File: config.mk
export PLATFORM = sky130hd
export DESIGN_NAME = bram_capture_ctrl
export DESIGN_NICKNAME = d
export VERILOG_FILES = /design/src/rtl/bram_capture_pkg.sv /design/src/rtl/bram_capture_regs.sv /design/src/rtl/bram_capture_ctrl.sv
export SDC_FILE = /design/constraint.sdc
export NUM_CORES = 1
export LEC_CHECK = 0
export CORE_ASPECT_RATIO = 0.5
export CORE_MARGIN = 4
export CORE_UTILIZATION = 42
export DETAILED_ROUTE_END_ITERATION = 8
export GPL_TIMING_DRIVEN = 1
export PLACE_DENSITY_LB_ADDON = 0.05
export SETUP_SLACK_MARGIN = 0.2
export SLEW_MARGIN = 20
export SYNTH_ARGS = -nofsm -noshare
export SYNTH_HDL_FRONTEND = slang
export SYNTH_SLANG_ARGS = --single-unit
export TNS_END_PERCENT = 100
File: constraint.sdc
create_clock -name wbs_clk_i -period 3.1 [get_ports wbs_clk_i]
set_input_delay 0.31 -clock wbs_clk_i [delete_from_list [all_inputs] [get_ports wbs_clk_i]]
set_output_delay 0.31 -clock wbs_clk_i [all_outputs]
set_load 0.1 [all_outputs]
File: src/rtl/bram_capture_pkg.sv
// Shared constants for the BRAM capture controller: FSM encodings,
// wishbone register map and CTRL command bit positions.
// No logic; imported by bram_capture_regs and bram_capture_ctrl.
package bram_capture_pkg;

  // Capture FSM encodings (also the value returned in STATUS[1:0])
  localparam logic [1:0] ST_IDLE    = 2'd0;
  localparam logic [1:0] ST_ARMED   = 2'd1;
  localparam logic [1:0] ST_CAPTURE = 2'd2;
  localparam logic [1:0] ST_DONE    = 2'd3;

  // Register word addresses
  localparam logic [7:0] REG_CTRL   = 8'h00;
  localparam logic [7:0] REG_LENGTH = 8'h01;
  localparam logic [7:0] REG_STATUS = 8'h02;
  localparam logic [7:0] REG_COUNT  = 8'h03;

  // CTRL command bits (write-only, self-clearing)
  localparam int CTRL_ARM_BIT    = 0;
  localparam int CTRL_SWTRIG_BIT = 1;
  localparam int CTRL_ABORT_BIT  = 2;

endpackage

File: src/rtl/bram_capture_regs.sv
// Purpose: wishbone classic register file for the capture controller (CTRL/LENGTH/STATUS/COUNT).
// Latency: ack, read data and LENGTH update registered one cycle after the strobe; cmd_* are same-cycle decodes.
// Backpressure: none; a held strobe is acked every other cycle.
// Ports: wbs_* slave bus; state/count from the FSM; length and cmd_arm/cmd_swtrig/cmd_abort to the FSM.
module bram_capture_regs
  import bram_capture_pkg::*;
#(
  parameter int ADDR_WIDTH = 8
) (
  input  logic                  clk,
  input  logic                  rst_n,
  input  logic                  wbs_cyc_i,
  input  logic                  wbs_stb_i,
  input  logic                  wbs_we_i,
  input  logic [7:0]            wbs_adr_i,
  input  logic [31:0]           wbs_dat_i,
  output logic [31:0]           wbs_dat_o,
  output logic                  wbs_ack_o,
  input  logic [1:0]            state,
  input  logic [ADDR_WIDTH:0]   count,
  output logic [ADDR_WIDTH:0]   length,
  output logic                  cmd_arm,
  output logic                  cmd_swtrig,
  output logic                  cmd_abort
);

  localparam logic [ADDR_WIDTH:0] FULL_DEPTH = {1'b1, {ADDR_WIDTH{1'b0}}};

  logic        req;
  logic        wr;
  logic        ctrl_wr;
  logic [31:0] rdata;
  logic        unused_dat;

  // A transfer is accepted in the cycle before ack rises; the ack cycle
  // itself never re-accepts, which yields the every-other-cycle rhythm.
  assign req     = wbs_cyc_i & wbs_stb_i & ~wbs_ack_o;
  assign wr      = req & wbs_we_i;
  assign ctrl_wr = wr && (wbs_adr_i == REG_CTRL);

  // Commands act on the same edge that raises ack, so they are not registered here.
  assign cmd_arm    = ctrl_wr & wbs_dat_i[CTRL_ARM_BIT];
  assign cmd_swtrig = ctrl_wr & wbs_dat_i[CTRL_SWTRIG_BIT];
  assign cmd_abort  = ctrl_wr & wbs_dat_i[CTRL_ABORT_BIT];

  assign unused_dat = ^wbs_dat_i;

  always_comb begin
    rdata = '0;
    case (wbs_adr_i)
      REG_LENGTH: rdata[ADDR_WIDTH:0] = length;
      REG_STATUS: begin
        rdata[1:0] = state;
        rdata[2]   = (state == ST_DONE);
      end
      REG_COUNT:  rdata[ADDR_WIDTH:0] = count;
      default:    rdata = '0;
    endcase
  end

  always_ff @(posedge clk) begin
    if (!rst_n) begin
      wbs_ack_o <= 1'b0;
      wbs_dat_o <= '0;
      length    <= FULL_DEPTH;
    end else begin
      wbs_ack_o <= req;
      if (req) begin
        wbs_dat_o <= wbs_we_i ? 32'd0 : rdata;
      end
      // LENGTH is frozen while a capture is pending or running.
      if (wr && (wbs_adr_i == REG_LENGTH) &&
          (state != ST_ARMED) && (state != ST_CAPTURE)) begin
        length <= wbs_dat_i[ADDR_WIDTH:0];
      end
    end
  end

endmodule

File: src/rtl/bram_capture_ctrl.sv
// Purpose: triggered ADC sample capture into a BRAM write port, controlled over wishbone.
// Latency: fabric write port registered, 1 cycle after the valid sample; commands act on the ack edge.
// Backpressure: none; samples with adc_valid_i outside CAPTURE are dropped.
// Ports: wbs_* register bus, adc_data_i/adc_valid_i/trig_i sample input, fabric_* BRAM write port, capture_done_o.
module bram_capture_ctrl
  import bram_capture_pkg::*;
#(
  parameter int DATA_WIDTH = 32,
  parameter int ADDR_WIDTH = 8
) (
  input  logic                  wbs_clk_i,
  input  logic                  wbs_rst_n_i,
  input  logic                  wbs_cyc_i,
  input  logic                  wbs_stb_i,
  input  logic                  wbs_we_i,
  input  logic [7:0]            wbs_adr_i,
  input  logic [31:0]           wbs_dat_i,
  output logic [31:0]           wbs_dat_o,
  output logic                  wbs_ack_o,
  input  logic [DATA_WIDTH-1:0] adc_data_i,
  input  logic                  adc_valid_i,
  input  logic                  trig_i,
  output logic                  fabric_we,
  output logic [ADDR_WIDTH-1:0] fabric_addr,
  output logic [DATA_WIDTH-1:0] fabric_data_in,
  output logic                  capture_done_o
);

  localparam logic [ADDR_WIDTH:0] FULL_DEPTH = {1'b1, {ADDR_WIDTH{1'b0}}};
  localparam logic [ADDR_WIDTH:0] ONE        = {{ADDR_WIDTH{1'b0}}, 1'b1};

  logic [1:0]          state;
  logic [ADDR_WIDTH:0] count;
  logic [ADDR_WIDTH:0] count_nxt;
  logic [ADDR_WIDTH:0] length;
  logic [ADDR_WIDTH:0] eff_len;
  logic                cmd_arm;
  logic                cmd_swtrig;
  logic                cmd_abort;

  bram_capture_regs #(
    .ADDR_WIDTH (ADDR_WIDTH)
  ) u_regs (
    .clk        (wbs_clk_i),
    .rst_n      (wbs_rst_n_i),
    .wbs_cyc_i  (wbs_cyc_i),
    .wbs_stb_i  (wbs_stb_i),
    .wbs_we_i   (wbs_we_i),
    .wbs_adr_i  (wbs_adr_i),
    .wbs_dat_i  (wbs_dat_i),
    .wbs_dat_o  (wbs_dat_o),
    .wbs_ack_o  (wbs_ack_o),
    .state      (state),
    .count      (count),
    .length     (length),
    .cmd_arm    (cmd_arm),
    .cmd_swtrig (cmd_swtrig),
    .cmd_abort  (cmd_abort)
  );

  // Zero or oversize LENGTH means a full-depth capture, which also
  // guarantees the address never wraps within one capture.
  always_comb begin
    eff_len = length;
    if ((length == '0) || (length > FULL_DEPTH)) begin
      eff_len = FULL_DEPTH;
    end
  end

  assign count_nxt      = count + ONE;
  assign capture_done_o = (state == ST_DONE);

  always_ff @(posedge wbs_clk_i) begin
    if (!wbs_rst_n_i) begin
      state          <= ST_IDLE;
      count          <= '0;
      fabric_we      <= 1'b0;
      fabric_addr    <= '0;
      fabric_data_in <= '0;
    end else begin
      fabric_we <= 1'b0;
      if (cmd_abort) begin
        // Abort beats a simultaneous ARM; COUNT is kept for post-mortem reads.
        state <= ST_IDLE;
      end else begin
        case (state)
          ST_IDLE, ST_DONE: begin
            if (cmd_arm) begin
              state <= ST_ARMED;
              count <= '0;
            end
          end
          ST_ARMED: begin
            if (trig_i || cmd_swtrig) begin
              state <= ST_CAPTURE;
            end
          end
          ST_CAPTURE: begin
            if (adc_valid_i) begin
              fabric_we      <= 1'b1;
              fabric_addr    <= count[ADDR_WIDTH-1:0];
              fabric_data_in <= adc_data_i;
              count          <= count_nxt;
              if (count_nxt == eff_len) begin
                state <= ST_DONE;
              end
            end
          end
          default: state <= ST_IDLE;
        endcase
      end
    end
  end

endmodule

==> impl_results.md, run 1 <==
* Run status: complete, no violations
* Crit path arrival time at around 2.9 ns
* CP Buf/Inv Count at 1
* Slowest cell delay on critical path at approximately 0.38 ns
* Post-synthesis sequential area ratio at roughly 41%
* Aggregate negative setup slack at 0 ns
* Final Max Slew Viols at 0
* Synthesized netlist cell count at ~440
* Layout cells sized above 1 at between 8 and 9%
* Count of final setup violators at 0
* Synth Area in Adders at roughly 2.2%
* Core Region at about 8000 sq um
* Vias in the first global route at approximately 2900
* CTS buffer count at 9
* DRC Markers at 0
* First-pass GRT wire length at about 14 mm
* Vias per cell at approximately 4.9
* CP required at between 3 and 4 ns
* XOR/XNOR Fraction of Synth Area at between 2 and 3%
* Clock latency on the worst-skew pair at about 0.33 ns
* Die Wd at 136 microns
* Simple-gate share of the synthesized area at a little under a quarter
* Max H-tree Level at 3
* Antenna cells at 0
* Post-synth EDFFs at 0
* Final hold violation count at 0
* Peak supply drop at roughly 0.0003 V
* Mux contribution to synthesized area at about 4.3%
* CP cell instances: nor4_2 -> nand3_1 -> ha_1 -> nor2b_1 -> xnor2_2 -> a21boi_0 -> a311oi_1 -> o41ai_1 -> buf_4 -> a21oi_1 -> nor3_1
* Initial drt markers at between 150 and 200
* Met2 routed WL at approximately 3.6 mm
* Min setup slack post-route at 0.493 ns
* P_leak at around 1.7 nW
* Commonest cells after routing, fill and taps aside: clkdlybuf4s50_1 (102), nand2_1 (97), dfxtp_1 (71)
* Dpl ws at 0.163 ns
* Total global routing overflow at 0
* Most common flop cell mapped by yosys: dfxtp_1
* Net Sw Frac at 27.3%
* Post-CTS Setup Bufs at 0
* Minimum clock period after layout at 2.61 ns
* Cell Area, Synth at about 3500 sq um
* CP max-delay cell: ha_1
* CTS tree: built
* DRT Pass-1 Iters at 4
* Unrepaired setup endpoints after global routing: no
* DR top layer: met4
* Synthesis-to-layout area growth at 40.9%
* Num rows at 23
* Routed WL at roughly 9 mm
* CP Class: reg2reg
* CP max FO at 7
* Post-synthesis compound-gate area fraction at approximately 17%
* YS warnings at 0
* # nets final at between 600 and 700
* Achievable Freq at approximately 0.38 GHz
* Initial Utilization at 43.2%
* Clock power share at between 40% and 50%
* FF+latch count, synth at 71
* Antenna violations before repair at 0
* Pin count of the biggest net entering global routing at 46
* Int Power at approximately 1.6 mW
* Met1 WL at around 4.5 mm
* Hpwl dp at around 6.4 mm
* GP Congestion at between 0.8 and 0.9
* Worst Hold Class: reg2reg
* Clk slew on worst S/H paths at ~0.06 ns
* Comb power frac at between 10% and 20%
* Final instance area at ~4900 sq um
* Gr usage total at roughly 18%
* Post-synth ARST share at 0%
* Met3 WL post-DR at around 730 microns
* Most common cell after layout, fill and taps aside: clkdlybuf4s50_1
* Slew margin rel. at about 33%
* Reg power frac at 42.7%
* Vias post-DR at roughly 3200
* Clock sink count at 71
* Largest family of logic cells by synthesized area: simple AND/OR/NAND/NOR gates
* Ports at 154
* Sw Pwr at ~590 uW
* Placed cell area at around 4600 sq um
* Syn avg cell area at a little under 8 sq um
* CTS root buf: clkbuf_16
* Final ANT Viol Nets at 0
* Crit share post-route at 84.1%
* Die ar. at 9830 sq um
* Worst path top cell family by delay: simple AND/OR/NAND/NOR gates
* Max_cap viols at 0
* Clk buf depth at 2
* Least-Margin Pin Slew at roughly 1 ns
* PortBufs at approximately 110
* Cell area power density at ~440 nW/um^2
* CP startpoint kind: flip-flop
* Synth cell types at 53
* Final Skew at between 0.006 and 0.007 ns
* Routed len/inst at 13.7 microns
* Critical path endpoint category: flip-flop
* Die Height at approximately 72 microns
* CTS Hold Bufs at 0
==> through the flow <==
stage	util (%)	hold slack (ns)	std cells	total power, mW
6_report	60.8	0.450	654	2.15
3_5_place_dp	57.2	0.446	638	1.22
4_1_cts	60.7	0.454	654	2.18
3_3_place_gp	57.2	0.441	638	1.22
5_1_grt	60.8	0.472	654	2.23
2_1_floorplan	-	0.446	461	1.15
==> power groups by stage <==
stage / logic, mW / clock network, mW / registers [mW]
2_1_floorplan: 0.184 / 0 / 0.964
3_3_place_gp: 0.280 / 0 / 0.939
3_5_place_dp: 0.279 / 0 / 0.939
4_1_cts: 0.280 / 0.982 / 0.919
5_1_grt: 0.292 / 1.02 / 0.919
6_report: 0.280 / 0.954 / 0.920
==> worst reg2reg max path, cell delays in order (launching register included) <==
cell,delay (ns)
dfxtp_1,0.37
nor4_2,0.29
nand3_1,0.11
ha_1,0.38
nor2b_1,0.23
xnor2_2,0.15
a21boi_0,0.20
a311oi_1,0.08
o41ai_1,0.29
buf_4,0.19
a21oi_1,0.06
nor3_1,0.17
==> final cells by class <==
class | count | area (sq um)
clock buffers | 12 | 246
multi-input cells | 326 | 1810
flip-flops and latches | 71 | 1420
repair buffers | 118 | 1180
fillers | 782 | 3130
well taps | 112 | 140
clock inverters | 4 | 31.3
inverters | 11 | 41.3
==> worst paths after layout <==
check,startpoint,endpoint,slack (ns),cells past startpoint
max,u_regs.length[6],state[1],0.49,11
min,fabric_data_in[2],fabric_data_in[2],0.45,2
max reg2reg,u_regs.length[6],state[1],0.49,11
min reg2reg,fabric_data_in[2],fabric_data_in[2],0.45,2
==> metal layers <==
layer	up-vias	global-route usage [%]
met5	-	0
met4	0	6.03
met3	9	5.96
met2	109	27.3
met1	1454	25.5
li1	1639	-
==> repair_timing <==
item / in CTS / in global routing
gates resized for setup: 0 / 2
hold endpoints to repair: 0 / 0
setup endpoints to repair: 0 / 2
==> synth_stat cells, types with 3 or more instances <==
cell type / instances / area share (%)
a21boi_0: 5 / 1.1
a21oi_1: 51 / 7.4
a22oi_1: 9 / 2.0
and3_1: 3 / 0.54
buf_4: 24 / 5.2
clkbuf_1: 26 / 2.8
dfxtp_1: 71 / 41
ha_1: 6 / 2.2
inv_1: 10 / 1.1
mux2_2: 6 / 2.0
mux2i_1: 8 / 2.3
nand2_1: 97 / 11
nand2b_1: 6 / 1.1
nand3_1: 9 / 1.3
nor2_1: 33 / 3.6
nor2b_1: 3 / 0.54
nor3_1: 9 / 1.3
o21a_1: 5 / 1.1
o21ai_0: 9 / 1.3
xnor2_1: 8 / 2.0
==> sequential cells by signal, summed over array words and instances (netlist names) <==
signal	flops
fabric_we	1
count	9
fabric_data_in	32
u_regs.wbs_dat_o	9
state	2
fabric_addr	8
u_regs.length	9
u_regs.wbs_ack_o	1
==> cells by family (layout without fill, tap and decap cells) <==
logic type | Yosys count | in the layout
AO/OA/AOI/OAI | 96 | 96
multiplexers | 14 | 14
adder cells (fa/ha/maj) | 6 | 6
other | 1 | 23
buffers and inverters | 64 | 145
flip-flops | 71 | 71
XOR/XNOR | 10 | 10
AND/OR/NAND/NOR | 177 | 177
Power figures use the tool's default switching activity.
==> run 2, diff against run 1 <==
--- a/config.mk
+++ b/config.mk
@@ -7,7 +7,7 @@
 export LEC_CHECK = 0
 export CORE_ASPECT_RATIO = 0.5
 export CORE_MARGIN = 4
-export CORE_UTILIZATION = 42
+export CORE_UTILIZATION = 38
 export DETAILED_ROUTE_END_ITERATION = 8
 export GPL_TIMING_DRIVEN = 1
 export PLACE_DENSITY_LB_ADDON = 0.05
==> constraint.sdc (replaced) <==
create_clock -name wbs_clk_i -period 2.1 [get_ports wbs_clk_i]
set_input_delay 0.21 -clock wbs_clk_i [delete_from_list [all_inputs] [get_ports wbs_clk_i]]
set_output_delay 0.21 -clock wbs_clk_i [all_outputs]
set_load 0.1 [all_outputs]
==> run 2 against run 1 <==
Against the previous run: cell count grew 9.3%; critical path type unchanged; sequential power increased by 48%; design area grew 21%; the run now ends with negative setup slack left; clock power grew 65%; critical path depth stayed put; highest routed layer unchanged; critical endpoint unchanged; total power grew 58%; flip-flop and latch count unchanged.
==> impl_results.md, run 2 (same netlist as run 1, synthesis figures left out) <==
* Crit path arrival time at 2.54 ns (-0.32 ns)
* Hold Crit Start: adc_data_i[13]
* Run status: finished, violations left
* Minimum clock period after layout at 2.32 ns (-0.286 ns)
* Clock sink count at 71 (unchanged)
* CP required at 2.32 ns (-1.03 ns)
* Die Wd at 143 microns (+4.8%)
* Worst Hold End: fabric_data_in[13]
* Initial drt markers at 96 (-51%)
* Max reg flops at 32 (unchanged)
* Die Height at 75.4 microns (+4.6%)
* Pwr Total at 3.41 mW (+58%)
* Min setup slack post-route at -0.221 ns (-0.714 ns)
* Initial Utilization at 39.4% (-3.8 points)
* PortBufs at 107 (unchanged)
* Routed len/inst at 15.2 microns (+10%)
* R2R depth at 11 (unchanged)
* Commonest cells after routing, fill and taps aside: buf_4 (102), dfxtp_1 (69), nand2_1 (58)
* DRT Pass-1 Iters at 4 (unchanged)
* Antenna cells at 0 (unchanged)
* Clock latency on the worst-skew pair at 0.33 ns (about the same)
* Worst Hold Class: in2reg
* Reg-to-reg slack, setup at -0.22 ns (-0.71 ns)
* GP Congestion at 0.795 (-7.9%)
* CTS buffer count at 9 (unchanged)
* Most common cell after layout, fill and taps aside: buf_4
* Layout cells sized above 1 at 42.3% (+33 points)
* Final Max Slew Viols at 0 (unchanged)
* Final Skew at 0.00687 ns (-0.0000132 ns)
* Clk buf depth at 2 (unchanged)
* Unrepaired setup endpoints after global routing: yes
* Cell area power density at 578 nW/um^2 (+31%)
* CTS root buf: clkbuf_16
* Aggregate negative setup slack at -3.98 ns (-3.98 ns)
* Violated checks: negative setup slack
* Reg2reg end: state[1]
* Ports at 154 (unchanged)
* Die ar. at 10800 sq um (+9.6%)
* Count of final setup violators at 51 (+51)
* Final hold violation count at 0 (unchanged)
* Reg with most FFs: fabric_data_in
* Vias post-DR at 3505 (+9.2%)
* Final ANT Viol Nets at 0 (unchanged)
* Slew margin rel. at 64.5% (+31 points)
* CP startpoint kind: flip-flop
* Critical path endpoint category: flip-flop
* Total global routing overflow at 0 (unchanged)
* Vias in the first global route at 3101 (+7.5%)
* Final instance area at 5900 sq um (+21%)
* Core Region at 8770 sq um (+9.6%)
* Pin count of the biggest net entering global routing at 34 (-26%)
* DRC Markers at 0 (unchanged)
* Achievable Freq at 0.431 GHz (+12%)
* Max_cap viols at 0 (unchanged)
* Num rows at 24 (+4.3%)
* Placed cell area at 4790 sq um (+4.8%)
* First-pass GRT wire length at 15.6 mm (+8.3%)
* P_leak at 2.52 nW (+48%)
* Peak supply drop at 0.000391 V (+27%)
* CTS Hold Bufs at 0 (unchanged)
* Max H-tree Level at 3 (unchanged)
* CP max FO at 4 (-3)
* Routed WL at 10.8 mm (+21%)
* Gr usage total at 18.4% (about the same)
* CP Class: reg2reg
* CTS tree: built
* FF-to-FF Start: u_regs.length[3]
* Worst Hold Depth at 3 (+1)
* Crit share post-route at 111% (+26 points)
* Clk slew on worst S/H paths at 0.06 ns (about the same)
* Hpwl dp at 7.00 mm (+8.8%)
* Least-Margin Pin Slew at 0.533 ns (-0.463 ns)
* Vias per cell at 4.90 (-0.16%)
* Antenna violations before repair at 0 (unchanged)
* # nets final at 678 (+9.0%)
* Synthesis-to-layout area growth at 70.7%
==> run 2: worst max-delay path by stage <==
| stage | startpoint | to | cells past startpoint |
|---|---|---|---|
| global route | u_regs.length[3] | state[1] | 11 |
| CTS | u_regs.length[3] | state[1] | 11 |
| floorplan | u_regs.wbs_ack_o | count[3] | 7 |
| global placement | wbs_adr_i[3] | count[0] | 8 |
| finish | u_regs.length[3] | state[1] | 11 |
| detailed placement | wbs_adr_i[3] | count[8] | 8 |
==> run 2: routing by layer <==
layer	wire length [microns]	share of wire [%]	track usage [%]
met4	58	0.54	3.48
met2	4880	45	28.6
met3	777	7.2	6.39
met1	5120	47	25.2
met5	0	0	0
==> run 2: cell type report <==
cell class | instances | area (sq um)
fill | 764 | 2870
multi-input combinational | 326 | 2360
timing repair buffer | 174 | 1620
sequential | 71 | 1430
clock buffer | 11 | 243
tap | 117 | 146
clock inverter | 5 | 63.8
inverter | 11 | 41.3
==> run 2: repair_timing <==
item	in CTS	in global routing
cloned	3	4
gates resized for setup	30	133
pin swaps	13	47
endpoints found under the hold margin	0	0
setup endpoints to repair	61	64
buffers inserted	3	7
==> run 2: power by group <==
group          internal (mW)  total, mW  switching [mW]
logic                  0.142      0.479           0.337
registers               1.35       1.36         0.00311
clock network          0.965       1.57           0.609
==> run 2: metrics by stage <==
| stage | util, % | setup slack, ns | cells | hold slack [ns] |
|---|---|---|---|---|
| 3_5_place_dp | 54.7 | -0.706 | 682 | 0.447 |
| 3_3_place_gp | 54.7 | -0.694 | 682 | 0.443 |
| 6_report | 67.3 | -0.221 | 715 | 0.431 |
| 5_1_grt | 67.3 | -0.367 | 715 | 0.436 |
| 4_1_cts | 59.9 | -0.213 | 704 | 0.408 |
| 2_1_floorplan | - | -0.227 | 461 | 0.346 |
==> run 2: critical path, cell delays in order, from the launching register on <==
cell and delay, ns:
dfxtp_2 0.32, nor4_2 0.25, nand3_1 0.15, ha_4 0.19, xnor2_2 0.15, and3_1 0.17, o21ai_1 0.06, o22a_1 0.21
o41ai_2 0.31, buf_4 0.18, and3_1 0.16, nor3_2 0.04
